==> config.mk <==
export PLATFORM = sky130hd
export DESIGN_NAME = imem_loader
export DESIGN_NICKNAME = d
export VERILOG_FILES = /design/src/rtl/imem_loader.sv
export SDC_FILE = /design/constraint.sdc
export NUM_CORES = 1
export LEC_CHECK = 0
export ABC_CLOCK_PERIOD_IN_PS = 2450
export BUFFER_PORTS_ARGS = -buffer_cell sky130_fd_sc_hd__buf_2
export CELL_PAD_IN_SITES_DETAIL_PLACEMENT = 2
export CELL_PAD_IN_SITES_GLOBAL_PLACEMENT = 2
export CORE_ASPECT_RATIO = 0.6
export CORE_MARGIN = 2
export CORE_UTILIZATION = 35
export CTS_CLUSTER_DIAMETER = 30
export DETAILED_ROUTE_END_ITERATION = 10
export PLACE_DENSITY_LB_ADDON = 0.08
export SLEW_MARGIN = 20
export SYNTH_ARGS = -nofsm -noshare
export SYNTH_HDL_FRONTEND = slang
export SYNTH_SLANG_ARGS = --single-unit
==> constraint.sdc <==
create_clock -name clk -period 2.45 [get_ports clk]
set_input_delay 0.1225 -clock clk [delete_from_list [all_inputs] [get_ports clk]]
set_output_delay 0.1225 -clock clk [all_outputs]
set_load 0.005 [all_outputs]
==> src/rtl/imem_loader.sv <==
// imem_loader: boot loader streaming big-endian bytes into instruction memory.
// Optional trailer checksum: define IMEM_LOADER_CHECKSUM_EN.
`default_nettype none

module imem_loader #(
  parameter int ADDR_W = 10
) (
  input  logic              clk,
  input  logic              rst,
  input  logic              start,
  input  logic              in_valid,
  input  logic [7:0]        in_data,
  output logic              in_ready,
  output logic              mem_we,
  output logic [ADDR_W-1:0] mem_addr,
  output logic [31:0]       mem_wdata,
  output logic              cpu_hold,
  output logic              busy,
  output logic              done,
  output logic              error,
  output logic [ADDR_W:0]   word_count
);

  typedef enum logic [2:0] {
    S_IDLE  = 3'd0,
    S_LEN   = 3'd1,
    S_DATA  = 3'd2,
    S_CHK   = 3'd3,
    S_DRAIN = 3'd4,
    S_DONE  = 3'd5,
    S_ERROR = 3'd6
  } state_t;

  localparam logic [32:0]   CAP = 33'd1 << ADDR_W;
  localparam logic [ADDR_W:0] ONE = {{ADDR_W{1'b0}}, 1'b1};

  state_t            state;
  state_t            state_nx;
  logic [1:0]        byte_idx;
  logic [23:0]       shift;
  logic [ADDR_W:0]   len;
  logic [31:0]       word;
  logic              xfer;
  logic              last_byte;
  logic              start_ok;
  logic              hdr_bad;
  logic              last_word;
`ifdef IMEM_LOADER_CHECKSUM_EN
  logic [31:0]       acc;
`endif

  assign in_ready  = (state == S_LEN) || (state == S_DATA) || (state == S_CHK);
  assign busy      = in_ready || (state == S_DRAIN);
  assign xfer      = in_valid && in_ready;
  assign last_byte = xfer && (byte_idx == 2'd3);
  // Word being completed by the byte on the bus this cycle.
  assign word      = {shift, in_data};
  assign start_ok  = start && ((state == S_IDLE) || (state == S_DONE) || (state == S_ERROR));
  assign hdr_bad   = (word == 32'd0) || ({1'b0, word} > CAP);
  assign last_word = ((word_count + ONE) == len);

  always_ff @(posedge clk or negedge rst) begin
    if (!rst) begin
      state <= S_IDLE;
    end else begin
      state <= state_nx;
    end
  end

  always_comb begin
    state_nx = state;
    case (state)
      S_IDLE, S_DONE, S_ERROR: begin
        if (start_ok) state_nx = S_LEN;
      end
      S_LEN: begin
        if (last_byte) state_nx = hdr_bad ? S_ERROR : S_DATA;
      end
      S_DATA: begin
        if (last_byte && last_word) begin
`ifdef IMEM_LOADER_CHECKSUM_EN
          state_nx = S_CHK;
`else
          state_nx = S_DRAIN;
`endif
        end
      end
      S_CHK: begin
`ifdef IMEM_LOADER_CHECKSUM_EN
        if (last_byte) state_nx = (word == acc) ? S_DRAIN : S_ERROR;
`else
        state_nx = S_ERROR;
`endif
      end
      S_DRAIN: state_nx = S_DONE;
      default: state_nx = S_IDLE;
    endcase
  end

  // Status flags lag the state by one cycle so done only follows a settled write.
  always_ff @(posedge clk or negedge rst) begin
    if (!rst) begin
      cpu_hold <= 1'b1;
      done     <= 1'b0;
      error    <= 1'b0;
    end else if (start_ok) begin
      cpu_hold <= 1'b1;
      done     <= 1'b0;
      error    <= 1'b0;
    end else begin
      cpu_hold <= (state != S_DONE);
      done     <= (state == S_DONE);
      error    <= (state == S_ERROR);
    end
  end

  always_ff @(posedge clk or negedge rst) begin
    if (!rst) begin
      byte_idx   <= 2'd0;
      shift      <= 24'd0;
      len        <= '0;
      mem_we     <= 1'b0;
      mem_addr   <= '0;
      mem_wdata  <= 32'd0;
      word_count <= '0;
`ifdef IMEM_LOADER_CHECKSUM_EN
      acc        <= 32'd0;
`endif
    end else begin
      mem_we <= 1'b0;
      if (start_ok) begin
        byte_idx   <= 2'd0;
        word_count <= '0;
`ifdef IMEM_LOADER_CHECKSUM_EN
        acc        <= 32'd0;
`endif
      end
      if (xfer) begin
        byte_idx <= byte_idx + 2'd1;
        shift    <= word[23:0];
      end
      if (last_byte && (state == S_LEN)) begin
        len <= word[ADDR_W:0];
      end
      if (last_byte && (state == S_DATA)) begin
        mem_we     <= 1'b1;
        mem_addr   <= word_count[ADDR_W-1:0];
        mem_wdata  <= word;
        word_count <= word_count + ONE;
`ifdef IMEM_LOADER_CHECKSUM_EN
        acc        <= acc ^ word;
`endif
      end
    end
  end

endmodule

`default_nettype wire

## Yosys cells after proc, flatten, opt, wreduce, memory -nomap -nowiden

Index checks and enable logic that the tools add are counted.
W data, S select, Z words.

- $add $sub $neg: 2
- $lt $le $gt $ge: 1
- Equal/unequal tests: 12
- Muxes and demuxes: 13
- Reductions and logical operators: 18

Operator list:

| cell | count |
|---|---|
| $gt A32 B11 Y1 const B | 1 |
| $logic_not A32 Y1 | 1 |
| $mux W11 | 2 |
| $pmux W3 S5 | 1 |
| $mux W3 | 4 |
| $add A11 B1 Y11 const B | 1 |
| $eq A11 B11 Y1 | 1 |
| $eq A3 B3 Y1 const B | 3 |
| $eq A3 B2 Y1 const B | 2 |
| $logic_and A1 B1 Y1 | 6 |
| $logic_or A1 B1 Y1 | 6 |
| $mux W1 | 4 |
| $mux W2 | 2 |
| $ne A2 B2 Y1 const B | 2 |
| $reduce_bool A2 Y1 | 2 |
| $eq A3 B1 Y1 const B | 1 |
| $logic_not A3 Y1 | 1 |
| $ne A3 B3 Y1 const B | 1 |
| $reduce_and A3 Y1 | 1 |
| $reduce_or A3 Y1 | 1 |
| $add A2 B1 Y2 const B | 1 |
| $eq A2 B2 Y1 const B | 1 |
| $ne A2 B1 Y1 const B | 1 |

- Bits in registers: 97
- Bits of input ports: 12
- Output and inout port bits: 59

## Longest topological paths before layout

Gate-level depths: netlist of the first run.

- Depth in word-level cells: 8
- Mapped depth: 8
- Gate-level depth less buffers: 7

## Worst setup path after synthesis of the first run

Ideal clock, no wire load.

- Kind: register to register
- From: reg word_count[0]
- To: reg state[1]
- Library setup time: 0.124 ns
- Arrival: 1.937 ns
- Required time: 2.326 ns
- Slack: 0.389 ns
- Stages on the path, launching flop included: 9
- Buffers on the path: 1
- Period minus slack after synthesis: 2.061 ns
- Cells stage by stage: dfrtp_1 > ha_1 > and4_1 > buf_4 > a211o_1 > o22ai_1 > o2bb2ai_1 > nand4_1 > o31a_1

- Cells in the longest elaborated chain, start to end: 5

RTL lines:

| what | line | text |
|---|---|---|
| start: declaration | 21 | `output logic [ADDR_W:0] word_count` |
| start signal: assignment | 149 | `word_count <= word_count + ONE;` |
| $add A11 B1 Y11 | 60 | `assign last_word = ((word_count + ONE) == len);` |
| $eq A11 B11 Y1 | 60 |  |
| $logic_and A1 B1 Y1 | 80 | `if (last_byte && last_word) begin` |
| $ne A2 B1 Y1 (no source line) | n/a |  |
| $reduce_and A3 Y1 (no source line) | n/a |  |
| end signal: assignment | 66 | `state <= state_nx;` |
| end: declaration | 37 | `state_t state;` |

No other way between the ends.
A chain may end at the register's enable or synchronous reset.

## Final worst setup path of the first run

- From: reg word_count[1]
- To: reg state[1]

The elaborated chain is that of the path after synthesis.

==> reports/summary.txt, run 1 <==
N_diodes = 0
Gr usage total = 0.2004
Commonest cells post-synth = 138 x nand2_1, 96 x dfrtp_1, 25 x mux2_1, 17 x o21ai_1, 14 x nor2_1
Maximum number of pins on one net before global-route repair = 48
Worst path slowest cell = dfrtp_1
Synth top area share = 0.5645
CTS tree = done
Complex-gate fraction of the synthesized area = 0.06998
Clk_lat worst skew = 0.34 ns
Die area = 13,090 sq um
Via Count = 3,362
Fin Setup TNS = 0 ns
Leak Pwr = 2.628 nW
CP max stage delay = 0.45 ns
Cell Chain, Critical Path = ha_1 > and4_2 > nand4_1 > or3_1 > nand3_1 > nand4_1 > o31a_1
Largest family of logic cells by synthesized area = simple AND/OR/NAND/NOR gates
Drt wl/cell = 18.55 um
Final GP Congestion = 0.7785
Top Ports = 71
Min Tclk post-route = 2.240 ns
Vias per inst = 5.071
Detailed-route DRC error count = 0
CP max FO = 7
Final ANT Viol Nets = 0
Mean Syn Cell Area = 10.13 sq um
Max-cap violations = 0
Yosys cell types = 47
Initial antenna violation count = 0
Clock root cell = clkbuf_16
Initial DRC count = 122
# rows = 31
Mapped Area = 4255 sq um
Register area = 2429 sq um
Final setup violation count = 0
Period Utilization, post-route = 0.9142
Drt first pass iters = 4
Core footprint = 11,950 sq um
RSZ-0062 raised after global routing = false
Pwr dens = 988.6 nW/um^2
Share of layout cells above drive strength 1 = 0.2309
Area of the multi-input gates = 1717 sq um
Dominant cells by area after synthesis = dfrtp_1 56%, nand2_1 12%, mux2_1 6.6%, mux2_2 2.6%, o21ai_1 2.0%
CP required = 2.67 ns
Post-synthesis register bit count = 97
Nets@finish = 507
Syn_nets = 434
Top_reg_cell synth = dfrtp_1
Vias in the first global route = 3,589
Status = complete, no violations
Initial cell density of the core = 0.3562
Cells after Synth = 420
PnR Total Power = 5.077 mW
First-pass GRT wire length = 20,180 um
Top-count cell post-synth = nand2_1
Post-synth ARST share = 1.000
Seq/Total Area, Yosys = 0.5707
Clk sinks = 97
Final max-slew violation count = 0
Yosys synthesis warning count = 0
Routed wire length = 12,300 um
Layout area overhead = 20.70%
CP startpoint kind = register
Critical path arrival = 2.46 ns
Hold Fails Final Rpt = 0
Worst setup EP type = register
Relative slew slack = 0.4559
Pin slew with the least headroom to its limit = 0.8131 ns
Clk slew on worst S/H paths = 0.07 ns
CTS Buf Count = 9
Min-Delay Path Class = input port to register
Clk_skew = 0.008775 ns
Synth Area in Adders = 0.005881
Top cell by count, worst path = nand4_1
Setup Crit Path Kind = register to register
Post-DP HPWL = 8947 um
Fmax = 446.5 MHz
Die Span X = 146.4 um
Post-synth EDFFs = 0
Clock Path Buffers = 2
Mux contribution to synthesized area = 0.09497
Number of fillers in the final layout = 1,328
Post-Synth Simple-Gate Area = 0.2052
Post-synthesis xor/xnor area fraction = 0.02676
Port bufs = 70
Area leader, netlist = dfrtp_1
CTS HTree Levels = 3
Post-CTS Setup Bufs = 0
Grt total ovfl = 0
VDD IR-drop max = 441.9 uV
Die Y = 89.41 um
[stage by stage]
step	cell area, sq um	cells	worst slack (ns)	utilization	hold WS (ns)
after global routing	5136	663	0.004489	0.4299	0.05404
after CTS	5135	663	0.1213	0.4298	0.03206
final	5136	663	0.2102	0.4299	0.04056
after detailed placement	4821	646	0.1634	0.4035	0.2011
after global placement	4821	646	0.3167	0.4035	0.1926
after floorplan	4255	420	0.3893	-	-0.1731
[placed cells by master, fill, tap and decap left out, drive strengths merged, types with 2 or more instances in the layout]
cell type / synthesis / layout
nor4: 6 / 6
nand3: 6 / 6
a21oi: 5 / 5
a41oi: 2 / 2
o2bb2ai: 2 / 2
nand2: 138 / 138
mux2: 35 / 35
and2: 3 / 3
nor2: 14 / 14
ha: 2 / 2
xor2: 4 / 4
dfrtp: 96 / 96
nand3b: 2 / 2
nand2b: 2 / 2
or3: 4 / 4
o31ai: 5 / 5
nor3: 6 / 6
a21boi: 2 / 2
inv: 4 / 6
nor2b: 6 / 6
o21ai: 23 / 23
and3: 2 / 2
clkbuf: 7 / 10
xnor2: 9 / 9
buf: 14 / 82
clkinv: 0 / 2
nand4: 6 / 6
[state kept, by name (all words and copies together), names as in the netlist]
name / cells
len: 11
mem_addr: 10
error: 1
done: 1
state: 3
mem_we: 1
shift: 24
mem_wdata: 32
byte_idx: 2
word_count: 11
cpu_hold: 1
[logic make-up after synthesis]
group                    Yosys count
AO/OA/AOI/OAI                     48
flip-flops                        97
AND/OR/NAND/NOR                  199
multiplexers                      36
buffers and inverters             25
XOR/XNOR                          13
adder cells (fa/ha/maj)            2
[area by class of cell]
class / instances / share of cell area
Clock buffer: 10 / 0.04653
Tap cell: 165 / 0.04019
Multi-Input combinational cell: 298 / 0.3342
Sequential cell: 97 / 0.4728
Inverter: 4 / 0.002923
Clock inverter: 6 / 0.01267
Timing Repair Buffer: 83 / 0.09062
[layer usage]
metal  up-vias  wire (um)  global-route usage
met5         -          0                   0
met3         5        382             0.04184
met1      1739       6483              0.2923
met2        56       5376              0.3165
li1       1562          -                   -
met4         0         56             0.03177
[power breakdown]
group          switching (mW)  internal, mW  total, mW
Combinational           0.574         0.577       1.15
Sequential              0.452          2.02       2.47
Clock                   0.629         0.824       1.45
Total                    1.66          3.42       5.08
[path summary, 6_finish.rpt]
kind	from	end	slack, ns	cells after the start
setup / recovery	word_count[1]	state[1]	0.21	7
max in group asynchronous	rst	len[7]	1.47	3
hold / removal	in_data[1]	mem_wdata[1]	0.04	3
min in group asynchronous	rst	mem_wdata[9]	0.35	2
hold reg to reg	mem_wdata[14]	mem_wdata[14]	0.48	2
setup reg to reg	word_count[1]	state[1]	0.21	7
[critical path, delay by kind of cell (launching register included)]
family / cells / cell delay, ns
flip-flops: 1 / 0.45
adder cells (fa/ha/maj): 1 / 0.31
AO/OA/AOI/OAI: 1 / 0.27
AND/OR/NAND/NOR: 5 / 1.11
[timing repair]
item                                    CTS  global route
hold endpoints to repair                 43             0
hold buffers                              1             0
endpoints found under the setup margin    0             1
resized for setup                         0             1
(Power assumes the default switching activity.)
==> run 2, diff against run 1 <==
--- a/config.mk
+++ b/config.mk
@@ -10,7 +10,6 @@
 export CELL_PAD_IN_SITES_DETAIL_PLACEMENT = 2
 export CELL_PAD_IN_SITES_GLOBAL_PLACEMENT = 2
 export CORE_ASPECT_RATIO = 0.6
-export CORE_MARGIN = 2
 export CORE_UTILIZATION = 35
 export CTS_CLUSTER_DIAMETER = 30
 export DETAILED_ROUTE_END_ITERATION = 10
==> constraint.sdc (replaced) <==
create_clock -name clk -period 2.45 [get_ports clk]
set_input_delay 0 -clock clk [delete_from_list [all_inputs] [get_ports clk]]
set_output_delay 0 -clock clk [all_outputs]
set_load 0.005 [all_outputs]
==> run 2 against run 1 <==
Compared with the run above: sequential share of layout area fell by 0.61 points; highest routed layer unchanged; worst hold slack lost 0.033 ns; die area decreased by 3.6%; non-clock buffer count up 8; critical endpoint unchanged; first-iteration DRC count up 22%; design area grew 1.3%; combinational power about the same; largest cell class unchanged; clock skew is 0.0031 ns lower.
==> reports/summary.txt, run 2 (synthesized netlist as in run 1, its figures left out) <==
Most common cell after layout, fill and taps aside = nand2_1
N_diodes = 0
Relative slew slack = 0.4970
Hold Path Sink = state[0]
Largest Register = mem_wdata
# rows = 30
Routed wire length = 12,880 um
Initial cell density of the core = 0.3681
Initial DRC count = 149
RR Startpoint = word_count[1]
Via Count = 3,427
Final GP Congestion = 0.7948
Worst Setup SP = word_count[1]
VDD IR-drop max = 414.1 uV
Leak Pwr = 2.656 nW
Setup Crit Path Kind = register to register
Final setup violation count = 0
Gr usage total = 0.2218
Pin slew with the least headroom to its limit = 0.7517 ns
Regs by FF count = mem_wdata (32), shift (24)
Cell Chain, Critical Path = ha_1 > and4_2 > nand4_1 > or3_1 > nand3_1 > nand4_1 > o31a_1
Maximum number of pins on one net before global-route repair = 42
Detailed-route DRC error count = 0
Vias per inst = 5.161
Placed Instance Area = 4807 sq um
Clock Path Buffers = 2
Max-cap violations = 0
Pwr dens = 977.4 nW/um^2
Post-DP HPWL = 9197 um
Grt total ovfl = 0
Layout area overhead = 22.29%
Port bufs = 70
Clk sinks = 97
CTS HTree Levels = 3
Reg-to-reg endpoint = state[1]
CP startpoint kind = register
Largest register FFs = 32
Top Ports = 71
Post-CTS Setup Bufs = 0
CTS tree = done
Worst reg2reg path depth = 7
Die area = 12,620 sq um
Worst setup EP type = register
CP required = 2.67 ns
Initial antenna violation count = 0
Worst path slowest cell = dfrtp_1
Clk slew on worst S/H paths = 0.07 ns
Nets@finish = 515
RSZ-0062 raised after global routing = false
Critical path arrival = 2.54 ns
Clock root cell = clkbuf_16
Hold Fails Final Rpt = 0
Hold Crit Start = start
FF-to-FF setup slack = 0.13 ns
CTS Buf Count = 9
Vias in the first global route = 3,659
Status = complete, no violations
Die Span X = 144.4 um
Fin Setup TNS = 0 ns
Clk_lat worst skew = 0.34 ns
Clk_skew = 0.005667 ns
Final max-slew violation count = 0
Drt first pass iters = 4
CP max stage delay = 0.48 ns
Final ANT Viol Nets = 0
CP max FO = 7
Period Utilization, post-route = 0.9466
Number of fillers in the final layout = 1,260
Share of layout cells above drive strength 1 = 0.2202
Most frequent cells in the layout = 138 x nand2_1, 96 x dfrtp_1, 69 x buf_2
Min-Delay Path Class = input port to register
Hold depth = 3
Fin area = 5204 sq um
Drt wl/cell = 19.39 um
Top cell by count, worst path = nand4_1
Min Tclk post-route = 2.319 ns
First-pass GRT wire length = 20,530 um
Die Y = 87.41 um
Fmax = 431.2 MHz
Core footprint = 11,560 sq um
-- run 2: changes by cell type in the layout (fill, tap and decap cells not counted), sizes merged --
| cell | change |
|---|---|
| dlygate4sd3 | +9 |
| clkbuf | +2 |
| inv | -2 |
| buf | -1 |
| clkinv | -1 |
| clkinvlp | -1 |
-- run 2: final cells by class --
cell class | instances | area (sq um) | area share
Sequential cell | 97 | 2429 | 0.4667
Tap cell | 160 | 200.2 | 0.03847
Inverter | 4 | 15.01 | 0.002885
Timing Repair Buffer | 91 | 548.0 | 0.1053
Clock inverter | 2 | 38.79 | 0.007454
Multi-Input combinational cell | 298 | 1717 | 0.3299
Clock buffer | 12 | 256.5 | 0.04929
-- run 2: how the worst max path moves through the flow --
stage	endpoint	slack (ns)	depth (start not counted)
after floorplan	state[1]	0.39	8
after global placement	state[1]	0.30	7
after detailed placement	state[1]	0.14	7
after CTS	state[1]	0.1	7
after global routing	state[1]	0.0005	7
final	state[1]	0.13	7
-- run 2: metal layers --
| layer | up-vias | part of all wire | track usage |
|---|---|---|---|
| li1 | 1575 | - | - |
| met4 | 0 | 0.0085 | 0.04880 |
| met1 | 1770 | 0.50 | 0.3187 |
| met2 | 71 | 0.45 | 0.3413 |
| met3 | 11 | 0.039 | 0.04838 |
| met5 | - | 0 | 0 |
-- run 2: per-stage QoR --
step                      worst slack, ns  cells  hold slack, ns    util  power, mW
after global placement             0.3047    640       -0.002893  0.4158      3.561
after detailed placement           0.1407    640       -0.002934  0.4158      3.667
after floorplan                    0.3893    420         -0.2956       -      3.110
final                              0.1308    664        0.007974  0.4501      5.086
after global routing            0.0004896    664         0.06020  0.4501      5.374
after CTS                         0.09750    664        0.001440  0.4500      5.145
-- run 2: critical path: cells and delay by family, from the launching register on --
kind	cells	cell delay, ns
AO/OA/AOI/OAI	1	0.26
adder cells (fa/ha/maj)	1	0.33
flip-flops	1	0.48
AND/OR/NAND/NOR	5	1.14
-- run 2: repair_timing --
item | CTS | global route
hold endpoints to repair | 56 | 0
resized for setup | 0 | 1
endpoints found under the setup margin | 0 | 2
hold buffers | 10 | 0
-- run 2: where the power goes --
part / total [mW] / internal [mW] / switching [mW]
logic: 1.17 / 0.586 / 0.586
registers: 2.47 / 2.02 / 0.452
clock network: 1.44 / 0.839 / 0.601
